===== src/rtl/scope_tap_capture_if.sv =====
// rtl/scope_tap_capture_if.sv - trace readout valid/ready port
interface scope_tap_capture_if;
    logic        rd_valid;
    logic        rd_ready;
    logic [35:0] rd_data;

    modport master (
        output rd_valid,
        output rd_data,
        input  rd_ready
    );

    modport slave (
        input  rd_valid,
        input  rd_data,
        output rd_ready
    );
endinterface


===== src/rtl/scope_tap_capture.sv =====
// rtl/scope_tap_capture.sv - CSR data-tap trace capture with trigger and drain
module scope_tap_capture #(
    parameter  int DEPTH = 16,
    localparam int AW    = $clog2(DEPTH)
) (
    input  logic                clock,
    input  logic                reset,
    input  logic [3:0]          tap_flags,
    input  logic [31:0]         tap_data,
    input  logic                tap_clk_en,
    input  logic                arm,
    input  logic [3:0]          trig_mask,
    input  logic [3:0]          trig_value,
    input  logic [AW-1:0]       post_count,
    scope_tap_capture_if.master rd,
    output logic [1:0]          state,
    output logic                triggered,
    output logic                overflow
);

    typedef enum logic [1:0] {
        IDLE = 2'd0,
        PRE  = 2'd1,
        POST = 2'd2,
        DONE = 2'd3
    } state_t;

    localparam logic [AW:0]   FULL     = (AW+1)'(DEPTH);
    localparam logic [AW:0]   FILL_ONE = (AW+1)'(1);
    localparam logic [AW-1:0] ONE      = AW'(1);

    state_t        st;
    state_t        st_n;
    logic [35:0]   mem [DEPTH];
    logic [AW-1:0] wr_ptr;
    logic [AW-1:0] rd_ptr;
    logic [AW-1:0] post_left;
    logic [AW:0]   fill;

    logic          sample;
    logic          wr_en;
    logic          hit;
    logic          pop;
    logic          last_post;
    logic          enter_done;
    logic [AW:0]   fill_wr;
    logic [AW-1:0] wr_next;
    logic [AW-1:0] rd_start;

    assign sample     = tap_clk_en && (st == PRE || st == POST);
    assign wr_en      = sample && arm;
    assign hit        = sample && (st == PRE) && (((tap_flags ^ trig_value) & trig_mask) == 4'b0000);
    assign pop        = rd.rd_valid && rd.rd_ready;
    assign last_post  = wr_en && (st == POST) && (post_left == ONE);
    // post_count is AW bits wide, so it can never exceed DEPTH-1; the clamp is implicit.
    assign enter_done = (wr_en && hit && (post_count == '0)) || last_post;
    assign fill_wr    = (fill == FULL) ? fill : fill + FILL_ONE;
    assign wr_next    = wr_ptr + ONE;
    // Oldest surviving sample, computed from the post-write pointer and fill.
    assign rd_start   = wr_next - fill_wr[AW-1:0];

    assign rd.rd_valid = (st == DONE) && (fill != '0);
    assign rd.rd_data  = rd.rd_valid ? mem[rd_ptr] : 36'd0;
    assign state       = st;

    // State register.
    always_ff @(posedge clock) begin
        if (reset) st <= IDLE;
        else       st <= st_n;
    end

    // Next-state selection: arm aborts a capture but never a drain.
    always_comb begin
        st_n = st;
        case (st)
            IDLE: if (arm) st_n = PRE;
            PRE: begin
                if (!arm)    st_n = IDLE;
                else if (hit) st_n = (post_count == '0) ? DONE : POST;
            end
            POST: begin
                if (!arm)          st_n = IDLE;
                else if (last_post) st_n = DONE;
            end
            DONE: if (fill == '0 || (pop && fill == FILL_ONE)) st_n = IDLE;
            default: st_n = IDLE;
        endcase
    end

    // Pointer, fill, post-trigger countdown and sticky status bookkeeping.
    always_ff @(posedge clock) begin
        if (reset) begin
            wr_ptr    <= '0;
            rd_ptr    <= '0;
            fill      <= '0;
            post_left <= '0;
            triggered <= 1'b0;
            overflow  <= 1'b0;
        end else begin
            case (st)
                IDLE: begin
                    if (arm) begin
                        wr_ptr    <= '0;
                        fill      <= '0;
                        triggered <= 1'b0;
                        overflow  <= 1'b0;
                    end
                end
                PRE: begin
                    if (!arm) begin
                        fill <= '0;
                    end else if (sample) begin
                        wr_ptr <= wr_next;
                        fill   <= fill_wr;
                        if (fill == FULL) overflow <= 1'b1;
                        if (hit) begin
                            triggered <= 1'b1;
                            post_left <= post_count;
                        end
                        if (enter_done) rd_ptr <= rd_start;
                    end
                end
                POST: begin
                    if (!arm) begin
                        fill <= '0;
                    end else if (sample) begin
                        wr_ptr    <= wr_next;
                        fill      <= fill_wr;
                        post_left <= post_left - ONE;
                        if (enter_done) rd_ptr <= rd_start;
                    end
                end
                DONE: begin
                    if (pop) begin
                        rd_ptr <= rd_ptr + ONE;
                        fill   <= fill - FILL_ONE;
                    end
                end
                default: ;
            endcase
        end
    end

    // Trace storage; contents need no reset.
    always_ff @(posedge clock) begin
        if (wr_en) mem[wr_ptr] <= {tap_flags, tap_data};
    end

endmodule


===== src/flat_wrapper.sv =====
// flat-port wrapper written by rule: the top's interface ports become plain ports
module scope_tap_capture_flat 
#(
    parameter  int DEPTH = 16,
    localparam int AW    = $clog2(DEPTH)
)
  (clock, reset, tap_flags, tap_data, tap_clk_en, arm, trig_mask, trig_value, post_count, state, triggered, overflow, rd_rd_valid, rd_rd_data, rd_rd_ready);
  scope_tap_capture_if rd_i ();
  input  logic clock;
  input  logic reset;
  input  logic [3:0] tap_flags;
  input  logic [31:0] tap_data;
  input  logic tap_clk_en;
  input  logic arm;
  input  logic [3:0] trig_mask;
  input  logic [3:0] trig_value;
  input  logic [AW-1:0] post_count;
  output logic [1:0] state;
  output logic triggered;
  output logic overflow;
  output wire logic [$bits(rd_i.rd_valid)-1:0] rd_rd_valid;
  output wire logic [$bits(rd_i.rd_data)-1:0] rd_rd_data;
  input wire logic [$bits(rd_i.rd_ready)-1:0] rd_rd_ready;
  assign rd_rd_valid = rd_i.rd_valid;
  assign rd_rd_data = rd_i.rd_data;
  assign rd_i.rd_ready = rd_rd_ready;
  scope_tap_capture #(.DEPTH(DEPTH)) u_core (.clock(clock), .reset(reset), .tap_flags(tap_flags), .tap_data(tap_data), .tap_clk_en(tap_clk_en), .arm(arm), .trig_mask(trig_mask), .trig_value(trig_value), .post_count(post_count), .rd(rd_i), .state(state), .triggered(triggered), .overflow(overflow));
endmodule

===== config.mk =====
export PLATFORM = sky130hd
export DESIGN_NAME = scope_tap_capture_flat
export DESIGN_NICKNAME = d
export VERILOG_FILES = /design/src/rtl/scope_tap_capture_if.sv /design/src/rtl/scope_tap_capture.sv /design/src/flat_wrapper.sv
export SDC_FILE = /design/constraint.sdc
export NUM_CORES = 1
export LEC_CHECK = 0
export ABC_AREA = 1
export CORE_UTILIZATION = 40
export DETAILED_ROUTE_END_ITERATION = 7
export PLACE_DENSITY = 0.64
export SLEW_MARGIN = 20
export SYNTH_ARGS = -nofsm -noshare
export SYNTH_HDL_FRONTEND = slang
export SYNTH_SLANG_ARGS = --single-unit

===== constraint.sdc =====
create_clock -name clock -period 2.97 [get_ports clock]
set_input_delay 0.297 -clock clock [delete_from_list [all_inputs] [get_ports clock]]
set_output_delay 0.297 -clock clock [all_outputs]
set_load 0.02 [all_outputs]

# Word level (Yosys, flattened, before mapping)
# Memory sizes are Yosys's and may differ from the RTL's. A register that Yosys moved wholly into a read port is not among the register bits.
# Cells that the tools add are included.
word_totals:
  regBits: 21
  memories: 1
  mem_bits_rw: 576
  latch_bits: 0
  mem_bits_ro: 0
  output_inout_bits: 41
mem_list:
  columns: ["memory", "words", "width", "read_ports", "rd_clocked_by_memory_dff", "write_ports", "line_no", "source"]
  rows:
  - ["u_core.mem", 16, 36, 1, 1, 1, "scope_tap_capture.sv:34", "logic [35:0] mem [DEPTH];"]
op_classes:
  reduce_logical: 32
  n_div: 0
  n_eq_ne: 22
  bitwise: 2
  n_mul: 0
  shift: 0
  order_cmp: 0
  muxes: 43
  add_sub_neg: 6
ops:
  columns: ["op", "n"]
  rows:
  - ["two-way mux 4 bit", 14]
  - ["two-way mux 36 bit", 1]
  - ["two-way mux 5 bit", 5]
  - ["one-hot mux 4 bit (2 select lines)", 3]
  - ["one-hot mux 5 bit (3 select lines)", 1]
  - ["AND reduction 5 bit", 3]
  - ["inequality test 2 x 1 -> 1 bit, second input constant", 7]
  - ["two-way mux 2 bit", 6]
  - ["AND reduction 4 bit", 3]
  - ["logical AND 1 bit", 11]
  - ["two-way mux 1 bit", 10]
  - ["inequality test 2 bit, second input constant", 5]
  - ["inequality test 3 x 2 -> 1 bit, second input constant", 3]
  - ["adder 4 x 1 -> 4 bit, second input constant", 2]
  - ["logical NOT 4 bit", 2]
  - ["one-hot mux 2 bit (4 select lines)", 1]
  - ["nonzero test 2 bit", 4]
  - ["AND reduction 6 bit", 1]
  - ["adder 5 x 1 -> 5 bit, second input constant", 1]
  - ["== test 5 x 1 -> 1 bit, second input constant", 1]
  - ["== test 5 bit, second input constant", 1]
  - ["logical NOT 5 bit", 1]
  - ["nonzero test 5 bit", 1]
  - ["subtractor 5 x 1 -> 5 bit, second input constant", 1]
  - ["13 further kinds", 17]

# Longest topological paths before layout
# Gate-level depths: netlist (run 1).
depth:
  ltp_word: 14
  mapped_depth: 16

# Worst setup path after synthesis (run 1)
# OpenSTA, ideal clock, no wires.
synth_timing:
  kind: "reg2reg"
  from: "reg u_core.st[0] (netlist: u_core.state[0])"
  to: "mem u_core.mem[11][0] (enable)"
  path_stages_with_launch: 8
  setup_slack_ns: -0.318
  setup_ns: 0.429
  t_arrival_ns: 2.859
  cell_sequence: "dfxtp_1 -> inv_1 -> ha_1 -> nand2_1 -> nor2_2 -> buf_6 -> nand2_1 -> nor2_1"
synth_between:
  elab_chain_cells: 6
  word_cells_on_any_way: 7
  classes_between: "eq/ne: 2; mux: 2; reduce/logical: 3"
synth_lines:
  columns: ["element", "line_no", "source"]
  rows:
  - ["from (decl)", "scope_tap_capture.sv:32", "state_t st;"]
  - ["from (signal assigned)", "scope_tap_capture.sv:69", "else st <= st_n;"]
  - ["== test 2 x 1 -> 1 bit / == test 2 bit (equally long branches)", "scope_tap_capture.sv:50", "assign sample = tap_clk_en && (st == PRE || st == POST);"]
  - ["logical OR 1 bit (*)", "scope_tap_capture.sv:50", null]
  - ["logical AND 1 bit (*)", "scope_tap_capture.sv:50", null]
  - ["logical AND 1 bit (*)", "scope_tap_capture.sv:51", "assign wr_en = sample && arm;"]
  - ["two-way mux 1 bit (*)", "scope_tap_capture.sv:146", "if (wr_en) mem[wr_ptr] <= {tap_flags, tap_data};"]
  - ["two-way mux 1 bit (implied by the code) (*)", "scope_tap_capture.sv:146", null]
  - ["to (decl)", "scope_tap_capture.sv:34", null]
# Mark *: on every way between the ends. The rest lies on a longest branch, timed or not.

==> key figures, run 1 <==
Finish
  – Total inserted antenna cells: 0
  – Leading cell type in the layout, fill and taps excluded: sky130_fd_sc_hd__edfxtp_1
  – Share of final-layout standard cells stronger than drive strength 1: 10.54%
  – Commonest cells after routing, fill and taps aside: 576 x sky130_fd_sc_hd__edfxtp_1, 394 x sky130_fd_sc_hd__nor2_1, 294 x sky130_fd_sc_hd__o21ai_0, 175 x sky130_fd_sc_hd__nand2_1, 69 x sky130_fd_sc_hd__a21oi_1
  – Layout Cells excl Fill: 2927
  – Core occupancy in the finished layout: 47.86%
  – Relative area change from synthesis to final layout: 17.96%
  – Net total in the final layout: 2165

Yosys
  – Count of state elements after synthesis: 601
  – Number of distinct library cells after synthesis: 37
  – Multiplexer fraction of the synthesized cell area: 0.1629%
  – Netlist Area Pre-Place: 0.02458 sq mm
  – Net count of the mapped netlist: 2054
  – Post-Synthesis Cells: 1982
  – Average cell area after synthesis: 12.40 sq um
  – Compound-cell area share of the yosys netlist: 12.54%
  – Synthesized-area fraction occupied by adder cells: 0.9977%
  – Post-synth top flop: sky130_fd_sc_hd__edfxtp_1
  – Share of flip-flops with an asynchronous set or reset after synthesis: 0%
  – Post-synth EDFFs: 576
  – Largest family of logic cells by synthesized area: compound AO/OA/AOI/OAI gates
  – Yosys warnings: 0
  – Simple-gate share of the synthesized area: 9.982%
  – Xor and xnor fraction of the mapped netlist area: 0.2850%
  – Share of the yosys chip area belonging to registers: 72.40%

Clock network
  – TritonCTS clock tree: built
  – Insertion delay of the later-clocked pin in the worst-skew pair: 630 ps
  – Number of H-tree levels: 2
  – CTS root buffer: sky130_fd_sc_hd__clkbuf_16
  – Clock sink count: 601
  – TritonCTS Buffers: 61
  – Clock edge transition at the registers on the reported setup and hold paths: 60 ps
  – Maximum clock path buffer count: 3

Worst hold path
  – Worst hold path type: in -> reg

Placement
  – Count of buffers from port buffering: 93
  – Last weighted congestion value of the routability-driven placer: 0.7864
  – Detailed placement HPWL: 32.70 mm
  – Worst slack at placement: 252.6 ps
  – Number of cells after detailed placement: 2799

Detailed routing
  – Wire length per cell: 21.14 um
  – Vias: 16210
  – Number of remaining DRC errors: 0
  – Sum of routed wire length over all layers: 61.87 mm
  – Drt pass-1 iters: 5
  – DRT iter0 DRCs: 1662
  – Antenna Violating Nets Remaining: 0
  – Post-DR vias/cell: 5.539

GRT
  – Antenna violations before repair: 3
  – Global-route congestion overflow total: 0
  – First-pass GRT wire length: 93.71 mm
  – Via count of the first global-routing pass: 16210
  – Pin count of the biggest net entering global routing: 85
  – Global routing usage summed across all routing layers: 19.54%

Power and ir drop
  – Part of the power in combinational logic: 2.8%
  – Int Power: 13.66 mW
  – Switching component of the power: 3.530 mW
  – Power density over the cells: 592.8 mW/mm^2
  – Static leakage: 9.866 nW
  – Switching portion of total power: 20.54%
  – Relative contribution of the clock network to total power: 42.9%
  – Highest ir drop seen on vdd: 0.0004510 V
  – Total chip power: 17.19 mW
  – Relative contribution of sequential cells to total power: 54.3%

Timing
  – Min cycle time layout: 2852 ps
  – Worst slew pin tran: 636.5 ps
  – Remaining max-slew budget at the tightest pin: 57.43%
  – Achievable Freq: 350.7 MHz
  – Worst path setup slack after routing: 118.4 ps
  – Final Slew Violations: 0
  – Final hold violation count: 0
  – Total of endpoints with negative setup slack in the final report: 0
  – Crit share post-route: 96.01%
  – RSZ-0062 raised after global routing: false
  – Final Skew: 20.32 ps

Critical path
  – CP Data Required Time: 2670 ps
  – Capture point of the critical path: rd_rd_data[23]
  – Worst setup path class: reg -> out
  – Cell-by-cell listing of the critical path: buf_12 -> buf_16 -> buf_4 -> o21ai_0 -> o221ai_1 -> a21oi_1 -> nor2_1 -> clkdlybuf4s15_2
  – Worst reg-to-reg path cell count: 14
  – Reg-to-Reg Start: u_core.fill[0]$_SDFFE_PP0P_
  – Cell type group with the largest total delay on the critical path: buffers and inverters
  – Element type at the critical path end: primary output
  – Data arrival at the endpoint of the critical path: 2550 ps
  – Levels on crit path: 8
  – Reg2reg setup slack: 490 ps
  – Worst setup SP type: flip-flop
  – CP max stage cell: sky130_fd_sc_hd__dfxtp_4
  – Delay of the slowest cell on the worst path: 440 ps
  – Maximum fanout along the worst path: 38
  – Crit path buffers/inverters: 4

Die
  – Chip height: 249.9 um
  – Effective utilization at floorplan: 40.57%
  – IO Pins: 94
  – Overall die width: 249.9 um
  – Area of the core: 0.06058 sq mm
  – Floorplan row count: 90
  – Total die area: 0.06245 sq mm

Job
  – # Max-Cap Violations: 0

Outcome
  – Run status: completed
## power by group through the flow
stage / clock (mW) / combinational, mW / sequential [mW]
6_report: 7.38 / 0.484 / 9.33
2_1_floorplan: 0 / 0.216 / 9.51
4_1_cts: 7.50 / 0.482 / 9.33
5_1_grt: 7.82 / 0.537 / 9.33
3_5_place_dp: 0 / 0.477 / 9.51
3_3_place_gp: 0 / 0.462 / 9.50
## routing by layer
layer	up-vias	part of all wire [%]	global-route usage (%)	wire, um
met2	634	49	33.00	30180
met1	7992	41	25.47	25520
met4	4	2.6	6.261	1582
li1	7468	-	-	-
met3	115	7.4	3.494	4572
met5	-	0.044	0	27
## sequential cells by signal, summed over array words and instances (netlist names), named ones only
name	count
u_core.fill	5
u_core.mem	576
u_core.overflow	1
u_core.post_left	4
u_core.rd_ptr	4
u_core.state	2
u_core.triggered	1
u_core.wr_ptr	4
## through the flow
stage / instance area (sq um) / setup TNS, ps / hold WS, ps
after global routing: 29000 / 0 / 422.5
after detailed placement: 26900 / 0 / 454.3
after global placement: 26900 / 0 / 455.8
after floorplan: 24580 / -183140 / 366.1
after CTS: 28960 / -564.0 / 384.3
final: 29000 / 0 / 405.3
## cells in the mapped netlist, drive strengths merged (2+ instances only)
cell type / instances / area, sq um
ha: 18 / 225.2
clkbuf: 54 / 207.7
o22ai: 23 / 143.9
o211ai: 27 / 202.7
nand2: 179 / 681.9
xnor2: 3 / 26.28
nor2: 416 / 1577
buf: 69 / 482.9
inv: 53 / 201.5
a31oi: 2 / 12.51
nand3: 33 / 170.2
o21ai: 351 / 1768
mux2i: 4 / 40.04
edfxtp: 576 / 17300
nand4: 3 / 18.77
o221ai: 68 / 595.6
xor2: 5 / 43.79
dfxtp: 25 / 500.5
a21oi: 69 / 345.3
## worst min path at each step
stage | from | endpoint | slack (ps) | cells past startpoint
6_report | reset | u_core.post_left[1]$_SDFFE_PP0P_ | 410 | 3
4_1_cts | reset | u_core.post_left[1]$_SDFFE_PP0P_ | 380 | 3
3_3_place_gp | u_core.triggered$_SDFFE_PP0P_ | u_core.triggered$_SDFFE_PP0P_ | 460 | 2
3_5_place_dp | u_core.triggered$_SDFFE_PP0P_ | u_core.triggered$_SDFFE_PP0P_ | 450 | 2
2_1_floorplan | reset | u_core.fill[3]$_SDFFE_PP0P_ | 370 | 1
5_1_grt | reset | u_core.post_left[1]$_SDFFE_PP0P_ | 420 | 3
## cell type report
type | count | area (sq um)
clock buffer | 73 | 1593
clock inverter | 42 | 341.6
fill | 5260 | 31590
inverter | 53 | 216.5
multi-input combinational | 1205 | 6017
sequential | 601 | 17810
tap | 782 | 978.4
timing repair buffer | 171 | 2041
## cells by family (layout without fill, tap and decap cells)
group / Yosys count / count (layout)
and+or+nand+nor: 632 / 632
DFF: 601 / 601
AOI/OAI and AO/OA: 542 / 542
buffers and inverters: 176 / 339
adders and majority gates: 19 / 19
xor gates and xnor gates: 8 / 8
muxes: 4 / 4
## tightest hold or removal path: stages
cell,delay [ps]
sky130_fd_sc_hd__clkdlybuf4s50_1,390
sky130_fd_sc_hd__buf_4,190
sky130_fd_sc_hd__a21oi_1,110
## what timing repair did
| action | CTS | global route |
|---|---|---|
| hold buffers | 0 | 0 |
| gates cloned | 3 | 2 |
| pin swaps | 0 | 0 |
| resized for setup | 44 | 56 |
| setup endpoints to repair | 36 | 35 |
| setup buffers | 3 | 5 |
Power figures use the tool's default switching activity.
==> inputs of run 2 (changes only) <==
==> constraint.sdc (replaced) <==
create_clock -name clock -period 2.97 [get_ports clock]
set_input_delay 0.891 -clock clock [delete_from_list [all_inputs] [get_ports clock]]
set_output_delay 0.891 -clock clock [all_outputs]
set_load 0.02 [all_outputs]
==> run 2 against run 1 <==
- the run now ends with negative setup slack left
- worst setup slack lost 420 ps
- cell count increased by 3.3%
- hold slack improved by 68 ps
- routed wire length increased by 4.6%
- total power is 0.28% higher
- sequential share of layout area is 3.8 points lower
- fmax decreased by 13%
- combinational power increased by 9.5%
- non-clock buffer count is 101 higher
- cell area up 6.5%
- count of clock-buffer cells in the layout rose by 5
- via count is 3.1% higher
==> key figures, run 2 (same netlist as run 1, synthesis figures left out) <==
GRT
  – First-pass GRT wire length: 97.36 mm (+3.9%)
  – Via count of the first global-routing pass: 16480 (+1.6%)
  – Pin count of the biggest net entering global routing: 41 (-52%)
  – Global-route congestion overflow total: 0 (unchanged)
  – Global routing usage summed across all routing layers: 20.28% (+0.75 points)
  – Antenna violations before repair: 2 (-1)

Timing
  – Total of endpoints with negative setup slack in the final report: 36 (+36)
  – Final Skew: 18.59 ps (-1.730 ps)
  – Final hold violation count: 0 (unchanged)
  – Worst slew pin tran: 586.1 ps (-50.40 ps)
  – Setup tns final: -8025 ps (-8025 ps)
  – RSZ-0062 raised after global routing: true
  – Worst path setup slack after routing: -299.2 ps (-417.6 ps)
  – Final Slew Violations: 0 (unchanged)
  – Min cycle time layout: 3269 ps (+417.6 ps)
  – Achievable Freq: 305.9 MHz (-13%)
  – Remaining max-slew budget at the tightest pin: 60.80% (+3.4 points)
  – Crit share post-route: 110.1% (+14 points)

Finish
  – Footprint of the multi-input gates: 0.006355 sq mm (+5.6%)
  – Relative area change from synthesis to final layout: 25.65%
  – Total inserted antenna cells: 0 (unchanged)
  – Footprint of the flip-flops and latches: 0.01781 sq mm (unchanged)
  – Core occupancy in the finished layout: 50.98% (+3.1 points)
  – Leading registers by flop count: u_core.mem x576, u_core.fill x5
  – Largest reg by FF count: u_core.mem
  – Net total in the final layout: 2267 (+4.7%)
  – Share of final-layout standard cells stronger than drive strength 1: 18.65% (+8.1 points)
  – Flip-flop count of the largest register after layout: 576 (unchanged)
  – Layout fillers: 5056 (-3.9%)
  – Leading cell type in the layout, fill and taps excluded: sky130_fd_sc_hd__edfxtp_1
  – Commonest cells after routing, fill and taps aside: 576 x sky130_fd_sc_hd__edfxtp_1, 371 x sky130_fd_sc_hd__nor2_1, 198 x sky130_fd_sc_hd__o21ai_0, 169 x sky130_fd_sc_hd__nand2_1, 120 x sky130_fd_sc_hd__o21ai_1

Critical path
  – Worst setup SP type: flip-flop
  – Element type at the critical path end: primary output
  – Maximum fanout along the worst path: 7 (-82%)
  – CP Data Required Time: 2080 ps (-590 ps)
  – Worst setup path class: reg -> out
  – Data arrival at the endpoint of the critical path: 2380 ps (-170 ps)

Outcome
  – Run status: finished, violations left
  – Failing checks: negative setup slack

Detailed routing
  – Sum of routed wire length over all layers: 64.75 mm (+4.6%)
  – Wire length per cell: 21.42 um (+1.3%)
  – Antenna Violating Nets Remaining: 0 (unchanged)
  – Vias: 16710 (+3.1%)
  – Drt pass-1 iters: 5 (unchanged)
  – Post-DR vias/cell: 5.528 (-0.21%)
  – Number of remaining DRC errors: 0 (unchanged)
  – DRT iter0 DRCs: 1491 (-10%)

Power and ir drop
  – Static leakage: 10.62 nW (+7.6%)
  – Highest ir drop seen on vdd: 0.0004985 V (+11%)
  – Power density over the cells: 558.0 mW/mm^2 (-5.9%)
  – Total chip power: 17.24 mW (+0.28%)

Clock network
  – CTS root buffer: sky130_fd_sc_hd__clkbuf_16
  – TritonCTS Buffers: 61 (unchanged)
  – Maximum clock path buffer count: 3 (unchanged)
  – Insertion delay of the later-clocked pin in the worst-skew pair: 640 ps (about the same)
  – Clock sink count: 601 (unchanged)
  – TritonCTS clock tree: built
  – Number of H-tree levels: 2 (unchanged)
  – Clock edge transition at the registers on the reported setup and hold paths: 60 ps (about the same)

Worst hold path
  – Worst hold path type: reg -> reg

Placement
  – Worst slack at placement: -92.66 ps (-345.3 ps)
  – Count of buffers from port buffering: 93 (unchanged)
  – Detailed placement HPWL: 35.27 mm (+7.9%)
  – Last weighted congestion value of the routability-driven placer: 0.8110 (+3.1%)

Die
  – Total die area: 0.06245 sq mm (unchanged)
  – Chip height: 249.9 um (unchanged)
  – Area of the core: 0.06058 sq mm (unchanged)
  – Floorplan row count: 90 (unchanged)
  – Overall die width: 249.9 um (unchanged)
  – IO Pins: 94 (unchanged)
  – Effective utilization at floorplan: 40.57% (unchanged)

Job
  – # Max-Cap Violations: 0 (unchanged)
[run 2: changes by cell type in the layout (fill, tap and decap cells not counted), moves of 11 or more]
cell / delta
sky130_fd_sc_hd__a21oi_1: -11
sky130_fd_sc_hd__a21oi_2: +11
sky130_fd_sc_hd__buf_12: +29
sky130_fd_sc_hd__buf_16: +13
sky130_fd_sc_hd__buf_4: +60
sky130_fd_sc_hd__buf_6: +29
sky130_fd_sc_hd__clkbuf_2: -24
sky130_fd_sc_hd__nor2_1: -23
sky130_fd_sc_hd__nor2_2: +17
sky130_fd_sc_hd__o21ai_0: -96
sky130_fd_sc_hd__o21ai_1: +64
sky130_fd_sc_hd__o21ai_2: +31
[run 2: final timing paths]
path	depth (start not counted)	startpoint	slack (ps)	endpoint
min	2	u_core.triggered$_SDFFE_PP0P_	470	u_core.triggered$_SDFFE_PP0P_
min reg2reg	2	u_core.triggered$_SDFFE_PP0P_	470	u_core.triggered$_SDFFE_PP0P_
max	10	flip-flop	-300	rd_rd_data[4]
max reg2reg	13	u_core.state[0]$_SDFFE_PP0P_	570	flip-flop
[run 2: per-layer routing]
layer / up-vias / track usage [%] / wire length [um] / part of all wire (%)
li1: 7685 / - / - / -
met1: 8270 / 27.13 / 27130 / 42
met2: 632 / 33.69 / 31540 / 49
met3: 119 / 3.338 / 4457 / 6.9
met4: 4 / 6.526 / 1597 / 2.5
met5: - / 0 / 27 / 0.042
[run 2: timing repair]
action	4_1_cts	5_1_grt
hold buffers	0	0
cloned	15	4
setup endpoints to repair	37	37
resized for setup	361	90
setup buffers	12	4
pin swaps	63	40
[run 2: area by class of cell]
type,instances,share of cell area (%)
clock inverters,31,1.041
repair inverters,1,0.06481
inverters,53,0.7211
flip-flops and latches,601,57.66
well taps,782,3.168
repair buffers,272,11.63
clock buffers,78,5.149
multi-input cells,1205,20.57
[run 2: report_power, final]
group          switching [mW]  internal, mW  leakage, nW
combinational           0.332         0.197         4.31
sequential             0.0141          9.31         5.38
clock                    3.17          4.21        0.927
total                    3.52          13.7         10.6
[run 2: worst max-delay path, cell delays in order (launching register included)]
cell	delay, ps
sky130_fd_sc_hd__dfxtp_4	370
sky130_fd_sc_hd__buf_12	170
sky130_fd_sc_hd__buf_12	130
sky130_fd_sc_hd__clkbuf_16	150
sky130_fd_sc_hd__buf_6	120
sky130_fd_sc_hd__o21ai_2	110
sky130_fd_sc_hd__o221ai_2	140
sky130_fd_sc_hd__a21oi_2	190
sky130_fd_sc_hd__nor2_1	60
sky130_fd_sc_hd__buf_4	150
sky130_fd_sc_hd__buf_6	130
[run 2: stage by stage]
| stage | hold WS, ps | cells | area, sq um |
|---|---|---|---|
| finish | 473.5 | 3023 | 30890 |
| global route | 496.9 | 3023 | 30890 |
| CTS | 474.0 | 3015 | 30530 |
| detailed placement | 455.1 | 2879 | 27760 |
| global placement | 455.1 | 2879 | 27760 |
| floorplan | 454.2 | 1982 | 24580 |
